==> src/rtl/alu_sin_tx.sv <==
// alu_sin_tx: serializes one ALU operation (B, A, op + CRC4) onto the idle-high sin line,
// with optional dropped A[7:0] frame or corrupted CRC.
module alu_sin_tx #(
    parameter int GAP_CYCLES = 2
) (
    input  logic        clk,
    input  logic        rst,
    input  logic        start_i,
    output logic        ready_o,
    input  logic [31:0] a_i,
    input  logic [31:0] b_i,
    input  logic [2:0]  op_i,
    input  logic        err_data_i,
    input  logic        err_crc_i,
    output logic        sin,
    output logic        done_o,
    output logic [3:0]  crc_o
);
    localparam logic [1:0] IDLE = 2'd0;
    localparam logic [1:0] SEND = 2'd1;
    localparam logic [1:0] GAP  = 2'd2;

    logic [1:0]  state_q, state_d;
    logic [3:0]  bit_q, bit_d, frame_q, frame_d, gap_q, gap_d;
    logic        ready_q, ready_d, done_q, done_d;
    logic [31:0] a_q, b_q;
    logic [2:0]  op_q;
    logic        err_data_q;
    logic [3:0]  crc_q;
    logic        accept, last_bit, last_frame;
    logic [63:0] ops;
    logic [7:0]  payload;

    function automatic logic [3:0] crc4(input logic [67:0] v);
        logic [3:0] c;
        c = 4'h0;
        for (int i = 67; i >= 0; i--) c = {c[2:0], 1'b0} ^ ({4{c[3] ^ v[i]}} & 4'b0011);
        return c;
    endfunction

    assign accept     = state_q == IDLE && ready_q && start_i;
    assign last_bit   = bit_q == 4'd10;
    assign last_frame = frame_q == 4'd8;
    assign ops        = {b_q, a_q};
    // frame 8 is the CTL frame; frames 0..7 walk {B, A} from the top byte down
    assign payload    = frame_q[3] ? {1'b0, op_q, crc_q} : ops[{~frame_q[2:0], 3'b000} +: 8];
    assign sin        = state_q != SEND ? 1'b1 :
                        bit_q == 4'd0  ? 1'b0 :
                        bit_q == 4'd1  ? frame_q[3] :
                        last_bit       ? 1'b1 : payload[3'(4'd9 - bit_q)];
    assign ready_o    = ready_q;
    assign done_o     = done_q;
    assign crc_o      = crc_q;

    always_comb begin
        state_d = state_q;
        bit_d   = bit_q;
        frame_d = frame_q;
        gap_d   = gap_q;
        ready_d = ready_q;
        done_d  = 1'b0;
        if (state_q == IDLE) begin
            ready_d = ~accept;
            state_d = accept ? SEND : IDLE;
            bit_d   = accept ? 4'd0 : bit_q;
            frame_d = accept ? 4'd0 : frame_q;
        end else if (state_q == SEND) begin
            bit_d = last_bit ? 4'd0 : bit_q + 4'd1;
            if (last_bit) begin
                frame_d = last_frame ? 4'd0 : (err_data_q && frame_q == 4'd6) ? 4'd8 : frame_q + 4'd1;
                if (last_frame) begin
                    done_d  = 1'b1;
                    gap_d   = 4'd0;
                    state_d = GAP_CYCLES == 0 ? IDLE : GAP;
                    ready_d = GAP_CYCLES == 0;
                end
            end
        end else if (state_q == GAP) begin
            gap_d = gap_q + 4'd1;
            if (gap_q == 4'(GAP_CYCLES - 1)) begin
                state_d = IDLE;
                ready_d = 1'b1;
            end
        end else begin
            state_d = IDLE;
        end
    end

    always_ff @(posedge clk) begin
        if (rst) begin
            state_q    <= IDLE;
            bit_q      <= 4'd0;
            frame_q    <= 4'd0;
            gap_q      <= 4'd0;
            ready_q    <= 1'b0;
            done_q     <= 1'b0;
            crc_q      <= 4'd0;
            a_q        <= 32'd0;
            b_q        <= 32'd0;
            op_q       <= 3'd0;
            err_data_q <= 1'b0;
        end else begin
            state_q <= state_d;
            bit_q   <= bit_d;
            frame_q <= frame_d;
            gap_q   <= gap_d;
            ready_q <= ready_d;
            done_q  <= done_d;
            if (accept) begin
                a_q        <= a_i;
                b_q        <= b_i;
                op_q       <= op_i;
                err_data_q <= err_data_i;
                crc_q      <= crc4({b_i, a_i, 1'b1, op_i}) ^ {3'b000, err_crc_i};
            end
        end
    end
endmodule

==> config.mk <==
export PLATFORM = sky130hd
export DESIGN_NAME = alu_sin_tx
export DESIGN_NICKNAME = d
export VERILOG_FILES = /design/src/rtl/alu_sin_tx.sv
export SDC_FILE = /design/constraint.sdc
export NUM_CORES = 1
export LEC_CHECK = 0
export BUFFER_PORTS_ARGS = -buffer_cell sky130_fd_sc_hd__buf_2
export CAP_MARGIN = 20
export CORE_MARGIN = 2
export CORE_UTILIZATION = 29
export CTS_BUF_LIST = sky130_fd_sc_hd__clkbuf_8
export DETAILED_ROUTE_END_ITERATION = 8
export GPL_TIMING_DRIVEN = 0
export MAX_ROUTING_LAYER = met4
export SETUP_SLACK_MARGIN = 0.5
export SLEW_MARGIN = 20
export SYNTH_ARGS = -nofsm -noshare
export SYNTH_HDL_FRONTEND = slang
export SYNTH_SLANG_ARGS = --single-unit
==> constraint.sdc <==
create_clock -name clk -period 3.6 [get_ports clk]
set_clock_uncertainty 0.2 [all_clocks]
set_input_delay 0.18 -clock clk [delete_from_list [all_inputs] [get_ports clk]]
set_output_delay 0.18 -clock clk [all_outputs]
set_load 0.01 [all_outputs]
==> key figures, run 1 <==
Detailed routing
  – Post-DRT Antenna Nets: 0
  – Routed vias/inst: 4.89
  – WL/cell: 17.5 µm
  – Drt drc: 0
  – DR vias: 4663
  – Drt pass-1 iters: 5
  – Initial DRC Count: 318
  – Final wirelength: 16700 µm

STA
  – Final hold violations: 0
  – Final Setup Violations: 0
  – Rel. slew slack: 54.9%
  – Slew @ Worst Pin: 676 ps
  – Fin. max-slew vios: 0
  – Setup TNS: 0 ps
  – Worst Slack Setup Final: 361 ps
  – Minimum clock period after layout: 3240 ps
  – Period utilization: 90.0%
  – FMAX: 0.309 GHz
  – RSZ-0062 raised after global routing: yes

Clocking
  – Max Root-Sink Buffers: 2
  – Clock sinks: 88
  – CTS buffer count: 9
  – Root Buffer: clkbuf_8
  – Clock latency on the worst-skew pair: 390 ps
  – H-tree levels: 3
  – CTS tree: yes
  – Worst-path clk slew: 90 ps

Final layout
  – Layout cells sized above 1: 19.5%
  – Most frequent cells in the layout: 153 x nand2_1, 86 x dfxtp_1, 82 x a21oi_1
  – Commonest non-fill, non-tap cell in the layout: nand2_1
  – Finished Core Util: 39.2%
  – Ant. Diodes: 0
  – Layout overhead on the synthesized area: 32.6%
  – Fin nets: 806

Worst setup path
  – Critical Path AT: 2860 ps
  – Crit start category: flip-flop
  – CP Data Required Time: 3220 ps
  – Crit end category: output pin
  – CP Max Fanout: 8
  – Crit path kind: flip-flop to output pin

Synthesis
  – Avg Cell Area, Syn: 9.04 µm²
  – Yosys reg bits: 88
  – EDFF count, synth: 0
  – Yosys warns: 0
  – Synthesized area: 0.00512 mm²
  – Top cell type's share of synthesized area: 34.4%
  – Post-synthesis sequential area ratio: 34.4%
  – Area contributors post-synth: dfxtp_1 34%, nand2_1 11%, xnor2_1 9.9%
  – Syn nets: 648
  – Post-Synthesis Cells: 566
  – Predominant post-synthesis flop cell: dfxtp_1
  – Cell variety after synth: 42
  – Yosys top cell by area: dfxtp_1
  – Async SR Flop Fraction: 0%

Global routing
  – Global-route wire length before repair: 25500 µm
  – Tot GR Track Use: 18.9%
  – Initial antenna violation count: 0
  – Vias in the first global route: 4624
  – Largest net degree at the start of global routing: 16
  – Grt ovf: 0

Status
  – Status: complete, no violations

Power
  – Worst VDD drop: 1.30 mV
  – Pleak: 0.00266 µW
  – PwrDens: 517 mW/mm²

Floorplanning
  – Core ar.: 0.0173 mm²
  – Ports: 79
  – Row count: 48
  – Die H: 137 µm
  – Die X: 137 µm
  – Die area: 0.0187 mm²
  – Starting Density: 29.6%

Hold path
  – Hold Crit Class: input port to flip-flop

Place
  – Worst slack, placed: -57.1 ps
  – Port-buffer cells: 77
  – HPWL Detailed: 12300 µm
  – Routability congestion estimate: 0.874

Run
  – Max Cap Viol: 0
==> metal layers <==
metal | routed length [µm] | GRT usage, % | part of all wire (%)
met3 | 760 | 2.85 | 4.6
met4 | 315 | 5.56 | 1.9
met5 | 0 | - | 0
met2 | 7910 | 30.4 | 47
met1 | 7690 | 24.7 | 46
==> worst max-delay path, stage by stage, from the launching register on <==
cell,delay (ps)
dfxtp_2,360
clkbuf_16,160
mux4_2,520
mux2_4,280
mux4_2,460
mux2i_1,140
mux2i_1,110
o21ai_1,130
o2111ai_1,140
buf_2,170
==> report_power, final <==
group | total [µW] | switching (µW) | internal, µW
Sequential | 1070 | 41.0 | 1030
Combinational | 1700 | 882 | 819
Clock | 737 | 393 | 344
==> metrics by stage <==
step                      hold slack [ps]  instance area, µm²  total power (µW)  instances
after floorplan                       114                5120              2110        566
after global placement                224                5780              2600        868
after detailed placement              235                5780              2600        868
after CTS                             214                6740              3390        954
after global routing                  242                6780              3610        954
final                                 219                6780              3510        954
==> cell families after synthesis <==
family	share of synthesized area, %
AO/OA/AOI/OAI	11.2
XOR/XNOR	22.5
adder cells (fa/ha/maj)	2.45
buffers and inverters	3.82
flip-flops	34.4
multiplexers	10.2
AND/OR/NAND/NOR	15.5
==> cell usage after synthesis (2+ instances only) <==
cell type / number
or3_1: 2
clkbuf_8: 3
xnor3_2: 2
clkbuf_1: 27
nand2_1: 153
nand3_1: 4
buf_1: 2
nand2b_1: 2
nor2_1: 19
xor2_1: 16
mux2i_1: 7
nor3b_1: 2
a22oi_1: 4
mux4_2: 18
mux2_2: 4
a211oi_1: 4
o31ai_1: 2
a21oi_1: 82
inv_1: 8
ha_1: 10
xnor2_1: 58
nor2b_1: 3
dfxtp_1: 88
o21ai_0: 8
xnor3_4: 2
xnor3_1: 16
nor3_1: 5
==> worst paths after layout <==
path                                   end  slack, ps        from  cells past startpoint
worst min register to register      b_q[0]        260      b_q[0]                      2
worst max register to register  frame_q[2]       1140  frame_q[0]                     12
worst max-delay path                   sin        360  frame_q[0]                      9
worst min-delay path              crc_o[1]        220     start_i                      4
==> registers in the layout (all words and copies together), names as in the netlist, 2 cells and up <==
name     flops
gap_q        4
state_q      2
bit_q        4
crc_o        4
b_q         32
op_q         3
frame_q      4
a_q         32
==> cell type report <==
| cell class | count | area, µm² |
|---|---|---|
| clock buffers | 10 | 138 |
| clock inverters | 6 | 67.6 |
| multi-input cells | 436 | 3210 |
| inverters | 9 | 33.8 |
| well taps | 225 | 282 |
| plain buffers | 33 | 204 |
| fillers | 1737 | 10500 |
| repair buffers | 147 | 1080 |
| flip-flops and latches | 88 | 1770 |
==> timing repair <==
action | CTS | global route
gates resized for setup | 19 | 8
hold buffers | 69 | 0
setup endpoints to repair | 4 | 4
pin swaps | 1 | 0
buffers inserted | 1 | 0
endpoints found under the hold margin | 71 | 0
Note: power is estimated with default switching activity, not from simulation.
==> run 2: changes to the inputs <==
--- a/config.mk
+++ b/config.mk
@@ -7,7 +7,7 @@
 export LEC_CHECK = 0
 export BUFFER_PORTS_ARGS = -buffer_cell sky130_fd_sc_hd__buf_2
 export CAP_MARGIN = 20
-export CORE_MARGIN = 2
+export CORE_MARGIN = 8
 export CORE_UTILIZATION = 29
 export CTS_BUF_LIST = sky130_fd_sc_hd__clkbuf_8
 export DETAILED_ROUTE_END_ITERATION = 8
==> constraint.sdc (replaced) <==
create_clock -name clk -period 3.6 [get_ports clk]
set_clock_uncertainty 0.2 [all_clocks]
set_input_delay 0.72 -clock clk [delete_from_list [all_inputs] [get_ports clk]]
set_output_delay 0.72 -clock clk [all_outputs]
set_load 0.01 [all_outputs]
==> run 2 against run 1 <==
  * The flow now finishes with violations (setup timing)
  * Sequential power hardly changed
  * Register-to-register slack worse by 70 ps
  * Utilization is 3.7 points lower
  * Fmax is 14% lower
  * Cell count is 7.1% lower
  * Final area is 9.4% lower
  * Largest cell class unchanged
==> key figures, run 2 (synthesized netlist as in run 1, its figures left out) <==
Global routing
  – Global-route wire length before repair: 24100 µm (-5.7%)
  – Grt ovf: 0 (unchanged)
  – Initial antenna violation count: 0 (unchanged)
  – Tot GR Track Use: 14.8% (-4.1 points)
  – Largest net degree at the start of global routing: 15 (-1)
  – Vias in the first global route: 4098 (-11%)

STA
  – Rel. slew slack: 54.4% (-0.51 points)
  – Worst Slack Setup Final: -173 ps (-534 ps)
  – Minimum clock period after layout: 3770 ps (+534 ps)
  – Worst Hold Slack: 258 ps (+38.7 ps)
  – Final hold violations: 0 (unchanged)
  – Fin. max-slew vios: 0 (unchanged)
  – Slew @ Worst Pin: 684 ps (+7.69 ps)
  – RSZ-0062 raised after global routing: yes
  – FMAX: 0.265 GHz (-14%)
  – Period utilization: 105% (+15 points)
  – Final Setup Violations: 1 (+1)

Clocking
  – Post-CTS Hold Buffers: 0 (-100%)
  – Clock latency on the worst-skew pair: 370 ps (-20 ps)
  – CTS tree: yes
  – H-tree levels: 3 (unchanged)
  – Clock sinks: 88 (unchanged)
  – Max Root-Sink Buffers: 2 (unchanged)
  – Root Buffer: clkbuf_8
  – Worst-path clk slew: 90 ps (about the same)
  – CTS buffer count: 9 (unchanged)

Worst setup path
  – CP max-delay cell: mux4_2
  – Worst path top cell family by delay: multiplexers
  – Crit end category: output pin
  – Critical-path cell list: clkbuf_16 -> mux4_2 -> mux2_2 -> mux4_2 -> mux2i_1 -> mux2i_1 -> o21ai_1 -> o2111ai_2 -> buf_2
  – CP Max Fanout: 8 (unchanged)
  – Max stage delay on crit path: 530 ps (about the same)
  – Worst Path Buf+Inv: 2 (unchanged)
  – Crit path kind: flip-flop to output pin
  – CP Data Required Time: 2680 ps (-540 ps)
  – Critical Path AT: 2850 ps (about the same)
  – Crit start category: flip-flop

Detailed routing
  – Drt pass-1 iters: 5 (unchanged)
  – WL/cell: 17.8 µm (+1.9%)
  – Drt drc: 0 (unchanged)
  – Final wirelength: 15800 µm (-5.3%)
  – Initial DRC Count: 291 (-8.5%)
  – DR vias: 4257 (-8.7%)
  – Post-DRT Antenna Nets: 0 (unchanged)
  – Routed vias/inst: 4.80 (-1.7%)

Floorplanning
  – Starting Density: 29.6% (unchanged)
  – Die X: 149 µm (+8.8%)
  – Die area: 0.0221 mm² (+18%)
  – Row count: 48 (unchanged)
  – Ports: 79 (unchanged)
  – Core ar.: 0.0173 mm² (unchanged)
  – Die H: 149 µm (+8.8%)

Final layout
  – Fill cells: 1856 (+6.9%)
  – Ant. Diodes: 0 (unchanged)
  – Fin nets: 738 (-8.4%)
  – Finished Core Util: 35.5% (-3.7 points)
  – Most frequent cells in the layout: 153 x nand2_1, 86 x dfxtp_1, 82 x a21oi_1
  – Layout overhead on the synthesized area: 20.1%
  – Layout cells sized above 1: 21.9% (+2.5 points)
  – Largest regs: a_q x32, b_q x32
  – Commonest non-fill, non-tap cell in the layout: nand2_1
  – Final Cell Area: 0.00614 mm² (-9.4%)

Power
  – Overall Power: 3500 µW (-0.25%)
  – Worst VDD drop: 1.22 mV (-6.7%)
  – PwrDens: 570 mW/mm² (+10%)
  – Pleak: 0.00240 µW (-9.7%)

Place
  – Port-buffer cells: 77 (unchanged)
  – Routability congestion estimate: 0.839 (-4.1%)
  – Dpl cell area: 0.00581 mm² (+0.41%)
  – HPWL Detailed: 12500 µm (+1.6%)

Status
  – Status: finished with violations
  – Failing checks: setup timing

Run
  – Max Cap Viol: 0 (unchanged)

Hold path
  – Hold Crit Class: flip-flop to flip-flop
[run 2: cell count changes in the layout (fill, tap and decap cells not counted), moves of 2 or more]
| cell | before | now |
|---|---|---|
| dlygate4sd3_1 | 69 | 0 |
| buf_4 | 1 | 3 |
| clkbuf_4 | 2 | 0 |
| clkinv_2 | 2 | 0 |
| o21ai_0 | 7 | 5 |
| o21ai_1 | 1 | 3 |
| xnor2_1 | 54 | 52 |
[run 2: path summary, 6_finish.rpt]
path | startpoint | end | slack [ps] | cells after the start
hold / removal | b_q[18] | b_q[18] | 260 | 2
setup reg to reg | frame_q[0] | frame_q[2] | 1070 | 12
hold reg to reg | b_q[18] | b_q[18] | 260 | 2
setup / recovery | frame_q[0] | sin | -170 | 9
[run 2: area by class of cell]
class | count | area (µm²) | area share (%)
Sequential cell | 88 | 1760 | 28.7
Clock buffer | 11 | 151 | 2.46
Tap cell | 225 | 282 | 4.58
Multi-Input combinational cell | 436 | 3240 | 52.7
Clock inverter | 5 | 80.1 | 1.30
Inverter | 9 | 33.8 | 0.550
Timing Repair Buffer | 79 | 400 | 6.52
Buffer | 33 | 198 | 3.22
[run 2: routing by layer]
layer | global-route usage, % | part of all wire (%)
met5 | - | 0
met4 | 3.79 | 1.4
met3 | 3.00 | 6.6
met2 | 22.6 | 45
met1 | 19.6 | 47
[run 2: metrics by stage]
step	setup TNS, ps	instances	setup slack (ps)
finish	-173	886	-173
global route	-297	886	-297
floorplan	0	566	503
CTS	-166	886	-166
global placement	0	868	90.7
detailed placement	0	868	65.8
[run 2: power by group]
group          switching, µW  leakage [µW]  internal, µW  total [µW]
registers               40.4      0.000717          1030        1070
clock network            379      0.000117           428         807
logic                    844       0.00157           778        1620
[run 2: worst min-delay path: stages (launching register included)]
cell and delay [ps]:
dfxtp_1 320, nand2_1 50, a21oi_1 50
[run 2: what timing repair did]
action / in CTS / in global routing
buffers inserted: 2 / 0
setup endpoints to repair: 2 / 4
pin swaps: 0 / 2
gates resized for setup: 8 / 13
